--- src/rtl/pool_cu_gen_if.sv ---
// Control bundle between the pooling control unit and its neighbouring layers.
// Level handshakes: start_from_previous stays high until this unit leaves idle;
// start_to_next pulses once and only when the next layer reports end_from_next.
interface pool_cu_gen_if #(
  parameter int ADDRESS_SIZE_IFM      = 10,
  parameter int ADDRESS_SIZE_NEXT_IFM = 8
);
  logic                             start_from_previous;
  logic                             end_from_next;
  logic                             end_to_previous;
  logic                             ifm_enable_read;
  logic [ADDRESS_SIZE_IFM-1:0]      ifm_address_read;
  logic                             pool_enable;
  logic                             ifm_enable_write_next;
  logic [ADDRESS_SIZE_NEXT_IFM-1:0] ifm_address_write_next;
  logic                             start_to_next;
  logic                             ifm_sel_next;
  logic [1:0]                       state_dbg;

  modport master (
    input  start_from_previous, end_from_next,
    output end_to_previous, ifm_enable_read, ifm_address_read, pool_enable,
           ifm_enable_write_next, ifm_address_write_next, start_to_next,
           ifm_sel_next, state_dbg
  );

  modport slave (
    output start_from_previous, end_from_next,
    input  end_to_previous, ifm_enable_read, ifm_address_read, pool_enable,
           ifm_enable_write_next, ifm_address_write_next, start_to_next,
           ifm_sel_next, state_dbg
  );
endinterface

--- src/rtl/pool_cu_gen.sv ---
// Pooling-layer control unit: scans one IFM buffer row-major, flags completed
// K x K windows at stride S, writes results onward and hands frames to the next layer.
module pool_cu_gen #(
  parameter int IFM_SIZE              = 28,
  parameter int KERNAL_SIZE           = 2,
  parameter int STRIDE                = 2,
  parameter int READ_LATENCY          = 1,
  parameter int POOL_LATENCY          = 3,
  parameter int IFM_SIZE_NEXT         = (IFM_SIZE - KERNAL_SIZE) / STRIDE + 1,
  parameter int ADDRESS_SIZE_IFM      = $clog2(IFM_SIZE * IFM_SIZE),
  parameter int ADDRESS_SIZE_NEXT_IFM = $clog2(IFM_SIZE_NEXT * IFM_SIZE_NEXT)
) (
  input logic           clk,
  input logic           reset,
  pool_cu_gen_if.master bus
);

  localparam int POS_W        = (IFM_SIZE > 1) ? $clog2(IFM_SIZE) : 1;
  localparam int PH_W         = (STRIDE > 1) ? $clog2(STRIDE) : 1;
  localparam int DRAIN_CYCLES = READ_LATENCY + POOL_LATENCY;
  localparam int DR_W         = $clog2(DRAIN_CYCLES + 1);

  localparam logic [ADDRESS_SIZE_IFM-1:0]      RD_LAST  = ADDRESS_SIZE_IFM'(IFM_SIZE * IFM_SIZE - 1);
  localparam logic [ADDRESS_SIZE_NEXT_IFM-1:0] WR_LAST  = ADDRESS_SIZE_NEXT_IFM'(IFM_SIZE_NEXT * IFM_SIZE_NEXT - 1);
  localparam logic [POS_W-1:0]                 POS_LAST = POS_W'(IFM_SIZE - 1);
  localparam logic [PH_W-1:0]                  PH_LAST  = PH_W'(STRIDE - 1);
  localparam logic [DR_W-1:0]                  DR_LAST  = DR_W'(DRAIN_CYCLES - 1);

  typedef enum logic [1:0] {
    IDLE  = 2'd0,
    READ  = 2'd1,
    DRAIN = 2'd2
  } state_t;

  state_t                           state_q, state_d;
  logic [ADDRESS_SIZE_IFM-1:0]      rd_addr;
  logic [POS_W-1:0]                 row, col;
  logic [PH_W-1:0]                  row_ph, col_ph;
  logic [DR_W-1:0]                  drain_cnt;
  logic [READ_LATENCY-1:0]          rd_pipe;
  logic [POOL_LATENCY-1:0]          pool_pipe;
  logic [ADDRESS_SIZE_NEXT_IFM-1:0] wr_addr;
  logic                             pending;
  logic                             stn_q;
  logic                             sel_q;
  logic                             rd_en;
  logic                             etp;
  logic                             detect;
  logic                             pool_en;
  logic                             wr_en;

  always_ff @(posedge clk or posedge reset) begin
    if (reset) state_q <= IDLE;
    else       state_q <= state_d;
  end

  always_comb begin
    state_d = state_q;
    rd_en   = 1'b0;
    etp     = 1'b0;
    case (state_q)
      IDLE: begin
        etp = ~pending;
        if (bus.start_from_previous && !pending) state_d = READ;
      end
      READ: begin
        rd_en = 1'b1;
        if (rd_addr == RD_LAST) state_d = DRAIN;
      end
      DRAIN: begin
        if (drain_cnt == DR_LAST) state_d = IDLE;
      end
      default: state_d = IDLE;
    endcase
  end

  // Phase counters hold (pos - K + 1) mod S once pos has reached K-1; zero before that.
  always_ff @(posedge clk or posedge reset) begin
    if (reset) begin
      rd_addr   <= '0;
      row       <= '0;
      col       <= '0;
      row_ph    <= '0;
      col_ph    <= '0;
      drain_cnt <= '0;
    end else begin
      if (state_q == READ) begin
        rd_addr <= (rd_addr == RD_LAST) ? '0 : rd_addr + 1'b1;
        if (col == POS_LAST) begin
          col    <= '0;
          col_ph <= '0;
          if (row == POS_LAST) begin
            row    <= '0;
            row_ph <= '0;
          end else begin
            row    <= row + 1'b1;
            if (int'(row) < KERNAL_SIZE - 1) row_ph <= '0;
            else                             row_ph <= (row_ph == PH_LAST) ? '0 : row_ph + 1'b1;
          end
        end else begin
          col <= col + 1'b1;
          if (int'(col) < KERNAL_SIZE - 1) col_ph <= '0;
          else                             col_ph <= (col_ph == PH_LAST) ? '0 : col_ph + 1'b1;
        end
      end
      drain_cnt <= (state_q == DRAIN) ? drain_cnt + 1'b1 : '0;
    end
  end

  assign detect = (state_q == READ) &&
                  (int'(row) >= KERNAL_SIZE - 1) && (int'(col) >= KERNAL_SIZE - 1) &&
                  (row_ph == '0) && (col_ph == '0);

  assign pool_en = rd_pipe[READ_LATENCY-1];
  assign wr_en   = pool_pipe[POOL_LATENCY-1];

  always_ff @(posedge clk or posedge reset) begin
    if (reset) begin
      rd_pipe   <= '0;
      pool_pipe <= '0;
    end else begin
      rd_pipe[0]   <= detect;
      pool_pipe[0] <= pool_en;
      for (int i = 1; i < READ_LATENCY; i++) rd_pipe[i] <= rd_pipe[i-1];
      for (int i = 1; i < POOL_LATENCY; i++) pool_pipe[i] <= pool_pipe[i-1];
    end
  end

  // The frame handoff is registered, so the pulse lands one cycle after pending is seen.
  always_ff @(posedge clk or posedge reset) begin
    if (reset) begin
      wr_addr <= '0;
      pending <= 1'b0;
      stn_q   <= 1'b0;
      sel_q   <= 1'b0;
    end else begin
      stn_q <= pending && bus.end_from_next;
      if (pending && bus.end_from_next) begin
        pending <= 1'b0;
        sel_q   <= ~sel_q;
      end
      if (wr_en) begin
        if (wr_addr == WR_LAST) begin
          wr_addr <= '0;
          pending <= 1'b1;
        end else begin
          wr_addr <= wr_addr + 1'b1;
        end
      end
    end
  end

  assign bus.end_to_previous        = etp;
  assign bus.ifm_enable_read        = rd_en;
  assign bus.ifm_address_read       = rd_addr;
  assign bus.pool_enable            = pool_en;
  assign bus.ifm_enable_write_next  = wr_en;
  assign bus.ifm_address_write_next = wr_addr;
  assign bus.start_to_next          = stn_q;
  assign bus.ifm_sel_next           = sel_q;
  assign bus.state_dbg              = state_q;

endmodule

--- src/flat_wrapper.sv ---
// flat-port wrapper written by rule: the top's interface ports become plain ports
module pool_cu_gen_flat 
#(
  parameter int IFM_SIZE              = 28,
  parameter int KERNAL_SIZE           = 2,
  parameter int STRIDE                = 2,
  parameter int READ_LATENCY          = 1,
  parameter int POOL_LATENCY          = 3,
  parameter int IFM_SIZE_NEXT         = (IFM_SIZE - KERNAL_SIZE) / STRIDE + 1,
  parameter int ADDRESS_SIZE_IFM      = $clog2(IFM_SIZE * IFM_SIZE),
  parameter int ADDRESS_SIZE_NEXT_IFM = $clog2(IFM_SIZE_NEXT * IFM_SIZE_NEXT)
)
  (clk, reset, bus_start_from_previous, bus_end_from_next, bus_end_to_previous, bus_ifm_enable_read, bus_ifm_address_read, bus_pool_enable, bus_ifm_enable_write_next, bus_ifm_address_write_next, bus_start_to_next, bus_ifm_sel_next, bus_state_dbg);
  pool_cu_gen_if #(.ADDRESS_SIZE_IFM(ADDRESS_SIZE_IFM), .ADDRESS_SIZE_NEXT_IFM(ADDRESS_SIZE_NEXT_IFM)) bus_i ();
  input logic clk;
  input logic reset;
  input wire logic [$bits(bus_i.start_from_previous)-1:0] bus_start_from_previous;
  input wire logic [$bits(bus_i.end_from_next)-1:0] bus_end_from_next;
  output wire logic [$bits(bus_i.end_to_previous)-1:0] bus_end_to_previous;
  output wire logic [$bits(bus_i.ifm_enable_read)-1:0] bus_ifm_enable_read;
  output wire logic [$bits(bus_i.ifm_address_read)-1:0] bus_ifm_address_read;
  output wire logic [$bits(bus_i.pool_enable)-1:0] bus_pool_enable;
  output wire logic [$bits(bus_i.ifm_enable_write_next)-1:0] bus_ifm_enable_write_next;
  output wire logic [$bits(bus_i.ifm_address_write_next)-1:0] bus_ifm_address_write_next;
  output wire logic [$bits(bus_i.start_to_next)-1:0] bus_start_to_next;
  output wire logic [$bits(bus_i.ifm_sel_next)-1:0] bus_ifm_sel_next;
  output wire logic [$bits(bus_i.state_dbg)-1:0] bus_state_dbg;
  assign bus_i.start_from_previous = bus_start_from_previous;
  assign bus_i.end_from_next = bus_end_from_next;
  assign bus_end_to_previous = bus_i.end_to_previous;
  assign bus_ifm_enable_read = bus_i.ifm_enable_read;
  assign bus_ifm_address_read = bus_i.ifm_address_read;
  assign bus_pool_enable = bus_i.pool_enable;
  assign bus_ifm_enable_write_next = bus_i.ifm_enable_write_next;
  assign bus_ifm_address_write_next = bus_i.ifm_address_write_next;
  assign bus_start_to_next = bus_i.start_to_next;
  assign bus_ifm_sel_next = bus_i.ifm_sel_next;
  assign bus_state_dbg = bus_i.state_dbg;
  pool_cu_gen #(.IFM_SIZE(IFM_SIZE), .KERNAL_SIZE(KERNAL_SIZE), .STRIDE(STRIDE), .READ_LATENCY(READ_LATENCY), .POOL_LATENCY(POOL_LATENCY), .IFM_SIZE_NEXT(IFM_SIZE_NEXT), .ADDRESS_SIZE_IFM(ADDRESS_SIZE_IFM), .ADDRESS_SIZE_NEXT_IFM(ADDRESS_SIZE_NEXT_IFM)) u_core (.clk(clk), .reset(reset), .bus(bus_i));
endmodule
--- config.mk ---
export PLATFORM = sky130hd
export DESIGN_NAME = pool_cu_gen_flat
export DESIGN_NICKNAME = d
export VERILOG_FILES = /design/src/rtl/pool_cu_gen_if.sv /design/src/rtl/pool_cu_gen.sv /design/src/flat_wrapper.sv
export SDC_FILE = /design/constraint.sdc
export NUM_CORES = 1
export LEC_CHECK = 0
export CORE_ASPECT_RATIO = 0.9
export CORE_MARGIN = 3
export CORE_UTILIZATION = 48
export CTS_CLUSTER_SIZE = 10
export DETAILED_ROUTE_END_ITERATION = 10
export PLACE_DENSITY = 0.77
export SETUP_SLACK_MARGIN = 0.02
export SLEW_MARGIN = 25
export SYNTH_ARGS = -nofsm -noshare
export SYNTH_HDL_FRONTEND = slang
export SYNTH_SLANG_ARGS = --single-unit
--- constraint.sdc ---
create_clock -name clk -period 1.5 [get_ports clk]
set_clock_uncertainty 0.05 [all_clocks]
set_input_delay 0.3 -clock clk [delete_from_list [all_inputs] [get_ports clk]]
set_output_delay 0.3 -clock clk [all_outputs]
set_load 0.01 [all_outputs]
==> impl_metrics.env <==
export IMPL_final_core_util_pct=71.6
export IMPL_cts_buffer_depth=2
export IMPL_grt_total_usage_pct=18.9
export IMPL_syn_area_per_cell_um2=10.4
export IMPL_core_um2=3810
export IMPL_drtAntennaViolNets=0
export IMPL_remaining_drc_errors=0
export IMPL_root_buffer="clkbuf_8"
export IMPL_antenna_found_initial=0
export IMPL_hp_class="register to register"
export IMPL_cts_hold_buf=0
export IMPL_yosysWarnings=0
export IMPL_io_buffer_count=29
export IMPL_n_antenna_cell=0
export IMPL_status="complete, but fails checks"
export IMPL_cts_sinks=42
export IMPL_ys_ff_latch=42
export IMPL_wire_per_inst_um=14.3
export IMPL_rsz0062_at_grt="yes"
export IMPL_pre_cts_slack_ps=-139
export IMPL_drv_slew=0
export IMPL_layout_filler_cells=296
export IMPL_cp_arrival_ps=1780
export IMPL_rrSetupSlack_ps=-150
export IMPL_fp_dieH_um=66.3
export IMPL_vias=1634
export IMPL_ys_top_cells_by_area="dfrtp_1, nand2_1, ha_1"
export IMPL_routed_wl_um=4300
export IMPL_drtIter0Drc=115
export IMPL_clock_latency_ps=300
export IMPL_powerDensity_nw_per_um2=774
export IMPL_num_nets_final=266
export IMPL_numCtsBuffers=5
export IMPL_drt_pass1_iter_count=4
export IMPL_die_w_um=73
export IMPL_htreeDepth=2
export IMPL_start_util_pct=50.9
export IMPL_synth_top_area_cell="dfrtp_1"
export IMPL_violations="setup timing"
export IMPL_synth_top_area_share_pct=54.2
export IMPL_boundaryPins=30
export IMPL_setup_slack_ps=-151
export IMPL_synth_common_cells="dfrtp_1, nand2_1, o21ai_0, nand3_1, inv_1"
export IMPL_critical_path_top_delay_family="simple AND/OR/NAND/NOR gates"
export IMPL_cts_tree="built"
export IMPL_finalHoldViolCount=0
export IMPL_startpoint="u_core.bus.ifm_address_write_next[2]"
export IMPL_grt_max_degree=43
export IMPL_overflow=0
export IMPL_tightest_slew_ps=357
export IMPL_fin_crit_ps=1650
export IMPL_holdCritStartpoint="u_core.pool_pipe[1]"
export IMPL_end_kind="register"
export IMPL_placed_area_um2=2450
export IMPL_timing_fmax_mhz=606
export IMPL_area_growth_pct=40.7
export IMPL_grt_pass1_vias=1573
export IMPL_clk_pin_slew_ps=80
export IMPL_fin_crit_sh_pct=110
export IMPL_path_cells="or4b_4, nor3_4, a21boi_1, mux2_2"
export IMPL_peakVddDrop_v=0.000815
export IMPL_gp_congestion=0.816
export IMPL_cp_max_fo=4
export IMPL_synthesis_nets=198
export IMPL_required_ps=1630
export IMPL_critPathMaxStageDelay_ps=520
export IMPL_maxCapViolCount=0
export IMPL_die_area_um2=4840
export IMPL_cp_num_buf_inv=0
export IMPL_r2r_start="u_core.bus.ifm_address_write_next[2]"
export IMPL_vias_per_cell=5.43
export IMPL_path_class="register to register"
export IMPL_syn_area_um2=1940
export IMPL_rows=21
export IMPL_slew_headroom_pct=76.0
export IMPL_yosysMostFrequentCell="dfrtp_1"
export IMPL_synth_edf_count=0
export IMPL_design_area_um2=2730
export IMPL_dpl_hpwl_um=2780
export IMPL_finalSetupViolCount=6
export IMPL_synthArstFlopShare_pct=100
export IMPL_drive_gt1_share_pct=28.2
export IMPL_ys_seq_area_share_pct=54.2
export IMPL_slowest_stage="or4b_4"
export IMPL_finalPower_mw=2.11
export IMPL_ys_flop_type="dfrtp_1"
export IMPL_syn_inst=186
export IMPL_tns_ps=-628
export IMPL_power_leakage_nw=1.28
export IMPL_synth_cell_type_count=38
export IMPL_cp_start_kind="register"
export IMPL_grt_pass1_wl_um=6960
## stage by stage
step / hold slack, ps / std cells
3_5_place_dp: 292 / 278
4_1_cts: 308 / 296
5_1_grt: 319 / 301
2_1_floorplan: 281 / 186
3_3_place_gp: 283 / 278
6_report: 305 / 301
## flip-flops by register name (all words and copies together) (netlist names)
signal	cells
u_core.bus.ifm_address_read	10
u_core.bus.ifm_address_write_next	8
u_core.col	5
u_core.row	5
u_core.drain_cnt	3
u_core.pool_pipe	3
u_core.bus.state_dbg	2
u_core.bus.ifm_sel_next	1
u_core.bus.pool_enable	1
u_core.bus.start_to_next	1
u_core.col_ph	1
u_core.pending	1
u_core.row_ph	1
## metal layers
layer / track usage, % / share of wire, %
met1: 23.4 / 45
met2: 30.9 / 48
met3: 4.10 / 3.7
met4: 9.45 / 2.8
met5: 0 / 0
## power by group
part	switching [mW]	internal [mW]	total [mW]	leakage (nW)
clock	0.379	0.543	0.922	0.0585
combinational	0.0296	0.0197	0.0493	0.696
sequential	0.00382	1.14	1.14	0.527
total	0.413	1.70	2.11	1.28
## worst paths after layout
check	endpoint	depth (start not counted)
worst min register to register	u_core.pool_pipe[2]	0
worst max register to register	u_core.bus.ifm_address_write_next[1]	4
worst min-delay path	u_core.pool_pipe[2]	0
max in group asynchronous	u_core.bus.ifm_address_read[0]	3
min in group asynchronous	u_core.bus.ifm_address_write_next[7]	3
worst max-delay path	u_core.bus.ifm_address_write_next[1]	4
## layout by cell type (no fill, tap or decap), types with 2 or more instances in the layout
| cell | instances |
|---|---|
| nand2b_1 | 2 |
| clkdlybuf4s15_1 | 3 |
| dfrtp_1 | 37 |
| ha_1 | 8 |
| and2_1 | 3 |
| o22ai_1 | 2 |
| xor2_1 | 3 |
| or4_1 | 2 |
| buf_4 | 32 |
| nand3_1 | 9 |
| xnor2_1 | 6 |
| dlygate4sd2_1 | 20 |
| clkbuf_8 | 6 |
| mux2_2 | 3 |
| nand2_1 | 27 |
| o21ai_1 | 7 |
| dfrtp_2 | 5 |
| nand4_1 | 3 |
| a21oi_1 | 6 |
| nand4b_1 | 2 |
| nor3_2 | 4 |
| and4_1 | 2 |
| o21ai_0 | 9 |
| nor2_1 | 6 |
| clkdlybuf4s50_1 | 3 |
| mux2_4 | 2 |
| o31ai_1 | 2 |
| inv_1 | 8 |
| buf_2 | 2 |
## cell families (layout without fill, tap and decap cells)
kind of cell	Yosys count	after routing	share of synthesized area [%]
and+or+nand+nor	77	77	21.4
DFF	42	42	54.2
AOI/OAI and AO/OA	32	32	9.48
buffers and inverters	12	81	2.32
xor gates and xnor gates	9	9	4.06
adders and majority gates	8	8	5.16
muxes	6	6	3.42
## cell type report
type	count	area (µm²)	share of cell area, %
sequential	42	1060	38.7
multi-input combinational	132	927	34.0
timing repair buffer	64	537	19.7
clock buffer	7	86.3	3.16
tap	46	57.6	2.11
inverter	9	33.8	1.24
clock inverter	1	30.0	1.10
## repair_timing
action	CTS	global route
setup endpoints to repair	37	24
setup buffers	10	6
pin swaps	5	6
resized for setup	47	20
(Power assumes the default switching activity.)
